--- src/rtl/half_subtractor.sv ---
// half_subtractor: WIDTH independent 1-bit half subtractors with registered outputs and one cycle of latency.
// Optional feature macro HALF_SUB_BORROW_CNT_EN adds a saturating lane-borrow event counter on borrow_cnt.
module half_subtractor #(
  parameter int WIDTH = 1,
  parameter int CNT_W = 16
) (
  input  logic             clk,
  input  logic             rst,
  input  logic [WIDTH-1:0] a,
  input  logic [WIDTH-1:0] b,
  input  logic             in_valid,
  output logic [WIDTH-1:0] diff,
  output logic [WIDTH-1:0] barrow,
  output logic             out_valid
`ifdef HALF_SUB_BORROW_CNT_EN
  ,
  output logic [CNT_W-1:0] borrow_cnt
`endif
);

  if (WIDTH < 1 || CNT_W < 1) begin : g_bad_param
    $error("half_subtractor: WIDTH and CNT_W must both be at least 1");
  end

  logic [WIDTH-1:0] w_diff;
  logic [WIDTH-1:0] w_borrow;
  logic [WIDTH-1:0] r_diff;
  logic [WIDTH-1:0] r_barrow;
  logic             r_valid;

  assign w_diff   = a ^ b;
  assign w_borrow = ~a & b;

  // Data registers hold their value while in_valid is low, so X on idle inputs never reaches them.
  always_ff @(posedge clk) begin
    if (rst) begin
      r_diff   <= '0;
      r_barrow <= '0;
      r_valid  <= 1'b0;
    end else begin
      r_valid <= in_valid;
      if (in_valid) begin
        r_diff   <= w_diff;
        r_barrow <= w_borrow;
      end
    end
  end

  assign diff      = r_diff;
  assign barrow    = r_barrow;
  assign out_valid = r_valid;

`ifdef HALF_SUB_BORROW_CNT_EN
  localparam int PC_W  = $clog2(WIDTH + 1);
  localparam int SUM_W = ((CNT_W > PC_W) ? CNT_W : PC_W) + 1;

  logic [PC_W-1:0]  w_pop;
  logic [SUM_W-1:0] w_sum;
  logic [CNT_W-1:0] w_cnt_nxt;
  logic [CNT_W-1:0] r_cnt;

  always_comb begin
    w_pop = '0;
    for (int i = 0; i < WIDTH; i++) begin
      w_pop = w_pop + PC_W'(w_borrow[i]);
    end
  end

  // Sum is one bit wider than either operand so overflow is visible before clamping to all-ones.
  assign w_sum     = SUM_W'(r_cnt) + SUM_W'(w_pop);
  assign w_cnt_nxt = (w_sum > SUM_W'({CNT_W{1'b1}})) ? {CNT_W{1'b1}} : w_sum[CNT_W-1:0];

  always_ff @(posedge clk) begin
    if (rst) begin
      r_cnt <= '0;
    end else if (in_valid) begin
      r_cnt <= w_cnt_nxt;
    end
  end

  assign borrow_cnt = r_cnt;
`endif

endmodule

--- config.mk ---
export PLATFORM = sky130hd
export DESIGN_NAME = half_subtractor
export DESIGN_NICKNAME = d
export VERILOG_FILES = /design/src/rtl/half_subtractor.sv
export SDC_FILE = /design/constraint.sdc
export NUM_CORES = 1
export LEC_CHECK = 0
export ABC_AREA = 1
export CORE_AREA = 2 2 39 41
export DETAILED_ROUTE_END_ITERATION = 16
export DIE_AREA = 0 0 41 43
export PLACE_DENSITY = 0.33
export SLEW_MARGIN = 20
export SYNTH_ARGS = -nofsm -noshare
export SYNTH_HDL_FRONTEND = slang
export SYNTH_SLANG_ARGS = --single-unit
--- constraint.sdc ---
create_clock -name clk -period 0.8 [get_ports clk]
set_clock_uncertainty 0.1 [all_clocks]
set_input_delay 0.08 -clock clk [delete_from_list [all_inputs] [get_ports clk]]
set_output_delay 0.08 -clock clk [all_outputs]
set_load 0.005 [all_outputs]
==> results of run 1 <==
metrics by stage:
step	setup WS (ns)	hold slack [ns]	cell area (µm²)	std cells
2_1_floorplan	0.101	0.0524	119	15
3_3_place_gp	-0.403	0.387	209	38
3_5_place_dp	-0.418	0.399	209	38
4_1_cts	-0.0529	0.239	220	42
5_1_grt	-0.0549	0.124	240	43
6_report	-0.0333	0.0950	240	43
per-layer routing:
layer	vias to the layer above	global-route usage, %	part of all wire [%]	routed length, µm
li1	67	-	-	-
met2	10	3.44	26	77
met4	0	6.00	3.7	11
met3	2	4.71	19	55
met5	-	0	0	0
met1	48	5.79	51	149
cell usage after synthesis (all sizes together):
library cell  instances
nand2                 1
ha                    1
o21ai                 2
nor2                  4
dfxtp                 3
inv                   4
worst paths after layout:
check,slack [ns],end,cells past startpoint,start
setup reg to reg,0.02,diff$_SDFFE_PP0P_,3,diff$_SDFFE_PP0P_
setup / recovery,-0.03,diff,1,diff$_SDFFE_PP0P_
hold reg to reg,0.42,barrow$_SDFFE_PP0P_,2,barrow$_SDFFE_PP0P_
hold / removal,0.1,diff$_SDFFE_PP0P_,3,in_valid
worst reg2reg max path: stages (launching register included):
cell,delay (ns)
dfxtp_2,0.31
buf_4,0.13
o21ai_2,0.09
nor2_1,0.04
layout by cell type (no fill, tap or decap), drive strengths merged:
cell type	Yosys	routed
clkdlybuf4s50	0	1
o21ai	2	2
buf	0	4
clkbuf	0	4
nor2	4	4
nand2	1	1
inv	4	4
dfxtp	3	3
ha	1	1
dlygate4sd2	0	2
dlymetal6s2s	0	1
what timing repair did:
action | in CTS | in global routing
setup buffers | 0 | 1
pin swaps | 2 | 1
endpoints found under the setup margin | 5 | 4
gates resized for setup | 15 | 3
endpoints found under the hold margin | 0 | 0
report_power, final:
part	total [mW]	switching (mW)	internal, mW
Sequential	0.166	0.00425	0.162
Combinational	0.0631	0.0258	0.0373
Clock	0.265	0.0781	0.187
Total	0.494	0.108	0.386
final cells by class:
class / count / area share (%)
repair buffers: 8 / 28.6
flip-flops and latches: 3 / 26.0
multi-input cells: 8 / 19.8
clock buffers: 4 / 10.9
well taps: 16 / 8.33
inverters: 4 / 6.25
registers in the layout, indices dropped and copies added, names as in the netlist:
register,cells
barrow,1
diff,1
out_valid,1
cells by family (layout without fill, tap and decap cells):
logic type / after synthesis / in the layout / synth area share (%)
compound gates: 2 / 2 / 8.41
fa+ha+maj: 1 / 1 / 10.5
buf+inv: 4 / 16 / 12.6
flops: 3 / 3 / 50.5
simple gates: 5 / 5 / 17.9
==> results.md, run 1 <==
- Status: complete, but fails checks
- Violated checks: setup timing
- Ys Warns: 0
- N_diodes: 0
- Total track usage: roughly 4.7%
- CTS Buffer Depth: 2
- Synth cell types: 8
- Top cells by area, synth: dfxtp_1 (51%), inv_1 (13%), ha_1 (11%)
- Synth Area per Inst: about 7.9 µm²
- Final setup fails: 3
- Crit end category: output port
- Area leader, netlist: dfxtp_1
- Worst-path cell chain: buf_2
- Rel. slew slack: 88.6%
- Core Area: about 0.0014 mm²
- Post-synth top area share: roughly half
- Die ar.: 0.00176 mm²
- Final worst-path cycle share: 104%
- H-tree Lvls: 1
- Worst Tran Pin Value: about 0.17 ns
- Mapped Area: roughly 120 µm²
- Final GP Congestion: around 0.6
- Family with the most delay on the worst path: flip-flops
- Die height: approximately 43 µm
- Clock sinks: 3
- Syn Nets: 21
- Final Hold Viols: 0
- Vias per cell: between 2 and 3
- Lkg Pwr: 0.135 nW
- Tot Pwr: 0.494 mW
- Initial DRT Pass Iterations: 1
- Final setup TNS: -0.0728 ns
- Die width: between 40 and 50 µm
- Register area: roughly 63 µm²
- Fill count: between 150 and 200
- Area added between synthesis and finish: 102%
- Initial Util: 8.59%
- Io pins: 8
- Vias in the first global route: 106
- Final setup margin: -0.0333 ns
- Cells after Synth: 15
- GR Overflow Total: 0
- Critical-path top delay cell: dfxtp_2
- Routed length per instance: 6.84 µm
- CTS root buffer: clkbuf_4
- Max Freq: between 1000 and 1500 MHz
- Core Util, Final: about 17%
- Setup Crit Path Kind: reg -> out
- Drt drc: 0
- Min cycle time layout: 0.833 ns
- CTS tree: yes
- CP bufs+invs: 1
- Global-route wire length before repair: approximately 450 µm
- Initial detailed-routing violation count: 0
- Worst VDD drop: approximately 0.37 mV
- I/O Buffers: 7
- Footprint of the multi-input gates: about 48 µm²
- Share of cells above drive strength 1: about two fifths
- Core Rows: 14
- Final ANT Viol Nets: 0
- Worst hold-check path type: in -> reg
- RSZ-0062 raised after global routing: yes
- Startpoint Class: register
- Initial antenna violation count: 0
- Hold buffer count at cts: 0
- Seq/Total Area, Yosys: 50.5%
- Worst EP required: between 0.6 and 0.7 ns
- Critical Path AT: approximately 0.65 ns
- Via count: about 130
- Fin nets: 34
- Clk_lat worst skew: 0.23 ns
- Routed wire length: around 290 µm
- Clk slew on worst S/H paths: roughly 0.040 ns
- Slew Limit Fails: 0
- Pin count of the biggest net entering global routing: 5
- Crit Path Max Fanout: 2
- TritonCTS Buffers: 3
- Max-cap viol count: 0
- Power per cell area: between 2000 and 2500 mW/mm²
- CP peak stage delay: about 0.31 ns
- Register bit total from synthesis: 3
Note: power is estimated with default switching activity, not from simulation.
==> run 2: changes to the inputs <==
- CAP_MARGIN: not set -> 10
- CELL_PAD_IN_SITES_DETAIL_PLACEMENT: not set -> 0
- CELL_PAD_IN_SITES_GLOBAL_PLACEMENT: not set -> 1
- PLACE_DENSITY: 0.33 -> 0.41
- RECOVER_POWER: not set -> 100
==> results.md, run 2 (synthesis results as in run 1) <==
- Status: complete, but fails checks
- Violated checks: setup timing
- Initial detailed-routing violation count: 2 (+2)
- Worst-path cell chain: buf_6
- Vias per cell: 2.79 (-5.7%)
- Max-cap viol count: 0 (unchanged)
- RSZ-0062 raised after global routing: yes
- Initial DRT Pass Iterations: 5 (+4)
- Final setup fails: 3 (unchanged)
- Core Rows: 14 (unchanged)
- Startpoint Class: register
- Worst EP required: 0.62 ns (about the same)
- GR Overflow Total: 0 (unchanged)
- I/O Buffers: 7 (unchanged)
- HP Start: in_valid
- N_diodes: 0 (unchanged)
- H-tree Lvls: 1 (unchanged)
- Family with the most delay on the worst path: flip-flops
- Die width: 41 µm (unchanged)
- Share of cells above drive strength 1: 34.6% (-6.1 points)
- Clk slew on worst S/H paths: 0.04 ns (about the same)
- Most frequent cells in the layout: inv_1 (4), nor2_1 (3), clkbuf_4 (3)
- Worst VDD drop: 0.423 mV (+15%)
- Sw frac: 21.1% (-0.76 points)
- Fin nets: 33 (-2.9%)
- Critical-path top delay cell: dfxtp_2
- Dpl cells: 38 (unchanged)
- Critical Path AT: 0.66 ns (about the same)
- Max Freq: 1190 MHz (-0.73%)
- CTS tree: yes
- Slew Limit Fails: 0 (unchanged)
- Io pins: 8 (unchanged)
- CTS root buffer: clkbuf_4
- Core Util, Final: 17.0% (-0.36 points)
- Critical R2R Launch: barrow$_SDFFE_PP0P_
- Initial antenna violation count: 0 (unchanged)
- Via count: 117 (-7.9%)
- Post-DP Area: 209 µm² (unchanged)
- Min cycle time layout: 0.839 ns (+0.00611 ns)
- Total track usage: 4.01% (-0.71 points)
- Final worst-path cycle share: 105% (+0.76 points)
- Post-DP HPWL: about 200 µm
- Final setup TNS: -0.0750 ns (-0.00223 ns)
- Drt drc: 0 (unchanged)
- Lkg Pwr: 0.129 nW (-4.1%)
- Routed wire length: 260 µm (-12%)
- Hold buffer count at cts: 0 (unchanged)
- Post-CTS setup buffers: 0 (unchanged)
- Area added between synthesis and finish: 97.9%
- Initial Util: 8.59% (unchanged)
- CP bufs+invs: 1 (unchanged)
- Power share of the clock group: 53.9% (+0.3 points)
- CTS Buffer Depth: 2 (unchanged)
- Setup Crit Path Kind: reg -> out
- CP startpoint: barrow$_SDFFE_PP0P_
- Combinational fraction of design power: 11.8% (-1.0 points)
- Fill count: 156 (-1.3%)
- Crit Path Max Fanout: 2 (unchanged)
- Rel. slew slack: 89.9% (+1.4 points)
- Global-route wire length before repair: 372 µm (-17%)
- Final setup margin: -0.0394 ns (-0.00611 ns)
- Worst Tran Pin Value: 0.149 ns (-0.0219 ns)
- Routed length per instance: 6.19 µm (-9.5%)
- Cell area after layout: 235 µm² (-2.1%)
- Reg power frac: 34.3% (+0.7 points)
- Clk_lat worst skew: 0.23 ns (about the same)
- Die height: 43 µm (unchanged)
- Pin count of the biggest net entering global routing: 5 (unchanged)
- Vias in the first global route: 115 (+8.5%)
- CP peak stage delay: 0.32 ns (about the same)
- TritonCTS Buffers: 3 (unchanged)
- Fin cells: 42 (-2.3%)
- Core Area: 0.00138 mm² (unchanged)
- Commonest non-fill, non-tap cell in the layout: inv_1
- Power per cell area: 2070 mW/mm² (+0.86%)
- Worst hold-check path type: in -> reg
- Die ar.: 0.00176 mm² (unchanged)
- Final GP Congestion: 0.597 (-0.20%)
- Crit end category: output port
- Switching component of the power: 0.103 mW (-4.7%)
- Clock sinks: 3 (unchanged)
- Worst Hold Slack: 0.0627 ns (-0.0323 ns)
- Final ANT Viol Nets: 0 (unchanged)
- Cell-internal power: 0.385 mW (-0.27%)
- Final Hold Viols: 0 (unchanged)
==> run 2: cell types whose count changed in the layout (fill, tap and decap cells not counted), sizes merged <==
| cell | before | now |
|---|---|---|
| buf | 4 | 3 |
==> run 2: power groups by stage <==
stage               Sequential, mW  Combinational (mW)  Clock, mW
floorplan                    0.168              0.0190          0
global placement             0.167              0.0635          0
detailed placement           0.166              0.0636          0
CTS                          0.166              0.0561      0.278
global route                 0.168              0.0655      0.283
finish                       0.167              0.0577      0.263
==> run 2: metal layers <==
layer | vias to the layer above | part of all wire [%] | track usage [%] | routed length, µm
met5 | - | 0 | 0 | 0
met4 | 0 | 0 | 4.00 | 0
met3 | 0 | 27 | 6.81 | 70
met2 | 8 | 27 | 3.13 | 69
met1 | 44 | 46 | 3.53 | 120
li1 | 65 | - | - | -
==> run 2: stage by stage <==
step / power (mW) / setup WS [ns]
CTS: 0.501 / -0.0479
finish: 0.488 / -0.0394
detailed placement: 0.230 / -0.395
global placement: 0.230 / -0.391
global route: 0.516 / -0.0528
floorplan: 0.187 / 0.101
==> run 2: final cells by class <==
cell class	count	area [µm²]	share of cell area (%)
Clock buffer	4	26.3	11.2
Sequential cell	3	62.6	26.6
Timing Repair Buffer	7	67.6	28.7
Tap cell	16	20.0	8.51
Multi-Input combinational cell	8	43.8	18.6
Inverter	4	15.0	6.38
==> run 2: timing repair <==
item	CTS	global route
cloned	0	0
endpoints found under the setup margin	5	4
pin swaps	2	0
resized for setup	17	2
==> run 2: worst paths after layout <==
kind,to,slack [ns],cells after the start
max,barrow,-0.04,1
min,diff$_SDFFE_PP0P_,0.06,4
max reg2reg,barrow$_SDFFE_PP0P_,0.05,2
min reg2reg,diff$_SDFFE_PP0P_,0.39,2
==> run 3: changes to the inputs <==
- MAX_ROUTING_LAYER: not set -> met4
- PLACE_DENSITY: 0.41 -> 0.4
- REMOVE_ABC_BUFFERS: not set -> 1
- clock period: 0.8 -> 0.9 ns (I/O delays scaled with it)
==> results.md, run 3 (synthesis results as in run 1) <==
- Critical R2R Launch: diff$_SDFFE_PP0P_
- Max-cap viol count: 0 (unchanged)
- HP Start: b
- WHS Path Cells: 5 (+1)
- Core Util, Final: 16.5% (-0.45 points)
- Setup Crit Path Kind: reg -> out
- GRT Max-Usage Layer: met4
- RSZ-0062 raised after global routing: no
- RR Endpoint: diff$_SDFFE_PP0P_
- Slew Limit Fails: 0 (unchanged)
- Post-DP HPWL: 208 µm (+6.4%)
- Min cycle time layout: between 0.8 and 0.9 ns
- Worst EP required: 0.71 ns (+0.09 ns)
- CTS root buffer: clkbuf_4
- Final setup margin: 0.0560 ns (+0.0954 ns)
- Hold buffer count at cts: 0 (unchanged)
- Power per cell area: 1880 mW/mm² (-9.3%)
- I/O Buffers: 7 (unchanged)
- Clk slew on worst S/H paths: 0.03 ns (about the same)
- R2R depth: 3 (+1)
- Share of cells above drive strength 1: 29.6% (-5.0 points)
- Commonest non-fill, non-tap cell in the layout: inv_1
- Initial DRT Pass Iterations: 2 (-3)
- Pin count of the biggest net entering global routing: 5 (unchanged)
- N_diodes: 0 (unchanged)
- Final GP Congestion: 0.485 (-19%)
- Startpoint Class: register
- Vias per cell: 3.02 (+8.5%)
- Critical Path AT: 0.65 ns (about the same)
- Family with the most delay on the worst path: flip-flops
- Io pins: 8 (unchanged)
- Worst Tran Pin Value: 0.145 ns (-0.00479 ns)
- Status: completed
- Max Freq: 1180 MHz
- Worst-path cell chain: buf_2
- Met3 Use GR: 1.57% (-5.2 points)
- Core Rows: 14 (unchanged)
- Tot Pwr: 0.431 mW (-12%)
- Vias in the first global route: 135 (+17%)
- GR Overflow Total: 0 (unchanged)
- Final worst-path cycle share: roughly 94%
- Crit Path Max Fanout: 2 (unchanged)
- Final ANT Viol Nets: 0 (unchanged)
- Total track usage: 4.72% (+0.71 points)
- Worst VDD drop: 0.265 mV (-37%)
- Fin nets: 34 (+3.0%)
- Rel. slew slack: 90.3% (+0.32 points)
- Drt drc: 0 (unchanged)
- Die ar.: 0.00176 mm² (unchanged)
- Global-route wire length before repair: 455 µm (+22%)
- Critical-path top delay cell: dfxtp_2
- Initial Util: 8.59% (unchanged)
- Lkg Pwr: 0.127 nW (-1.9%)
- CTS Buffer Depth: 2 (unchanged)
- TritonCTS Buffers: 3 (unchanged)
- Initial antenna violation count: 0 (unchanged)
- Area added between synthesis and finish: 92.6%
- Most frequent cells in the layout: inv_1 (4), nor2_1 (3), clkbuf_4 (3)
- H-tree Lvls: 1 (unchanged)
- Die width: 41 µm (unchanged)
- Dpl cells: 39 (+2.6%)
- Fill count: 169 (+8.3%)
- Initial detailed-routing violation count: 1 (-1)
- CP peak stage delay: 0.31 ns (about the same)
- Core Area: 0.00138 mm² (unchanged)
- Flop-to-flop setup slack: 0.10 ns (+0.05 ns)
- Clock sinks: 3 (unchanged)
- CTS tree: yes
- Met2 GRT Util: 4.69% (+1.6 points)
- Fin cells: 43 (+2.4%)
- Clk_lat worst skew: 0.23 ns (about the same)
- Via count: 130 (+11%)
- Routed length per instance: 6.42 µm (+3.7%)
- Final Hold Viols: 0 (unchanged)
- Hold Path End: diff$_SDFFE_PP0P_
- Worst hold-check path type: in -> reg
- Crit end category: output port
- Routed wire length: 276 µm (+6.2%)
- Die height: 43 µm (unchanged)
- Final setup fails: 0 (-3)
- Place WS: -0.317 ns (+0.0781 ns)
- CP bufs+invs: 1 (unchanged)
- M1 GR Usage: 4.15% (+0.63 points)
[run 3: final cells by class]
class | count | area [µm²] | share of cell area, %
well taps | 16 | 20.0 | 8.74
clock buffers | 4 | 26.3 | 11.5
flip-flops and latches | 3 | 61.3 | 26.8
multi-input cells | 8 | 43.8 | 19.1
inverters | 4 | 15.0 | 6.56
repair buffers | 8 | 62.6 | 27.3
[run 3: through the flow]
step / hold WS, ns / setup TNS (ns) / area, µm²
2_1_floorplan: 0.0624 / 0 / 119
3_3_place_gp: 0.409 / -0.847 / 216
3_5_place_dp: 0.407 / -0.859 / 216
4_1_cts: 0.308 / 0 / 228
5_1_grt: 0.159 / 0 / 229
6_report: 0.126 / 0 / 229
[run 3: worst max path at each step]
| stage | from | to | slack, ns | cells after the start |
|---|---|---|---|---|
| floorplan | a | diff$_SDFFE_PP0P_ | 0.20 | 5 |
| global placement | a | diff$_SDFFE_PP0P_ | -0.31 | 6 |
| detailed placement | a | diff$_SDFFE_PP0P_ | -0.32 | 6 |
| CTS | b | diff$_SDFFE_PP0P_ | 0.001 | 5 |
| global route | out_valid$_SDFF_PP0_ | out_valid | 0.02 | 1 |
| finish | diff$_SDFFE_PP0P_ | diff | 0.06 | 1 |
[run 3: what timing repair did]
| item | CTS | global route |
|---|---|---|
| endpoints found under the setup margin | 4 | 1 |
| endpoints found under the hold margin | 0 | 0 |
| buffers inserted | 0 | 0 |
| gates resized for setup | 13 | 1 |
| pin swaps | 2 | 1 |
[run 3: tightest hold or removal path: cells and delay by family]
| family | cells | cell delay, ns |
|---|---|---|
| buffers and inverters | 2 | 0.13 |
| adders and majority gates | 1 | 0.12 |
| and+or+nand+nor | 2 | 0.08 |
[run 3: routing by layer]
layer	wire, µm	up-vias
met5	0	-
met4	19	0
met3	55	2
met2	87	10
met1	114	51
li1	-	67
[run 3: power by group]
group          internal (mW)  leakage (nW)  switching (mW)  total (mW)
Combinational         0.0303        0.0866          0.0200      0.0503
Sequential             0.143        0.0252         0.00325       0.147
Clock                  0.166        0.0150          0.0680       0.234
Total                  0.340         0.127          0.0912       0.431
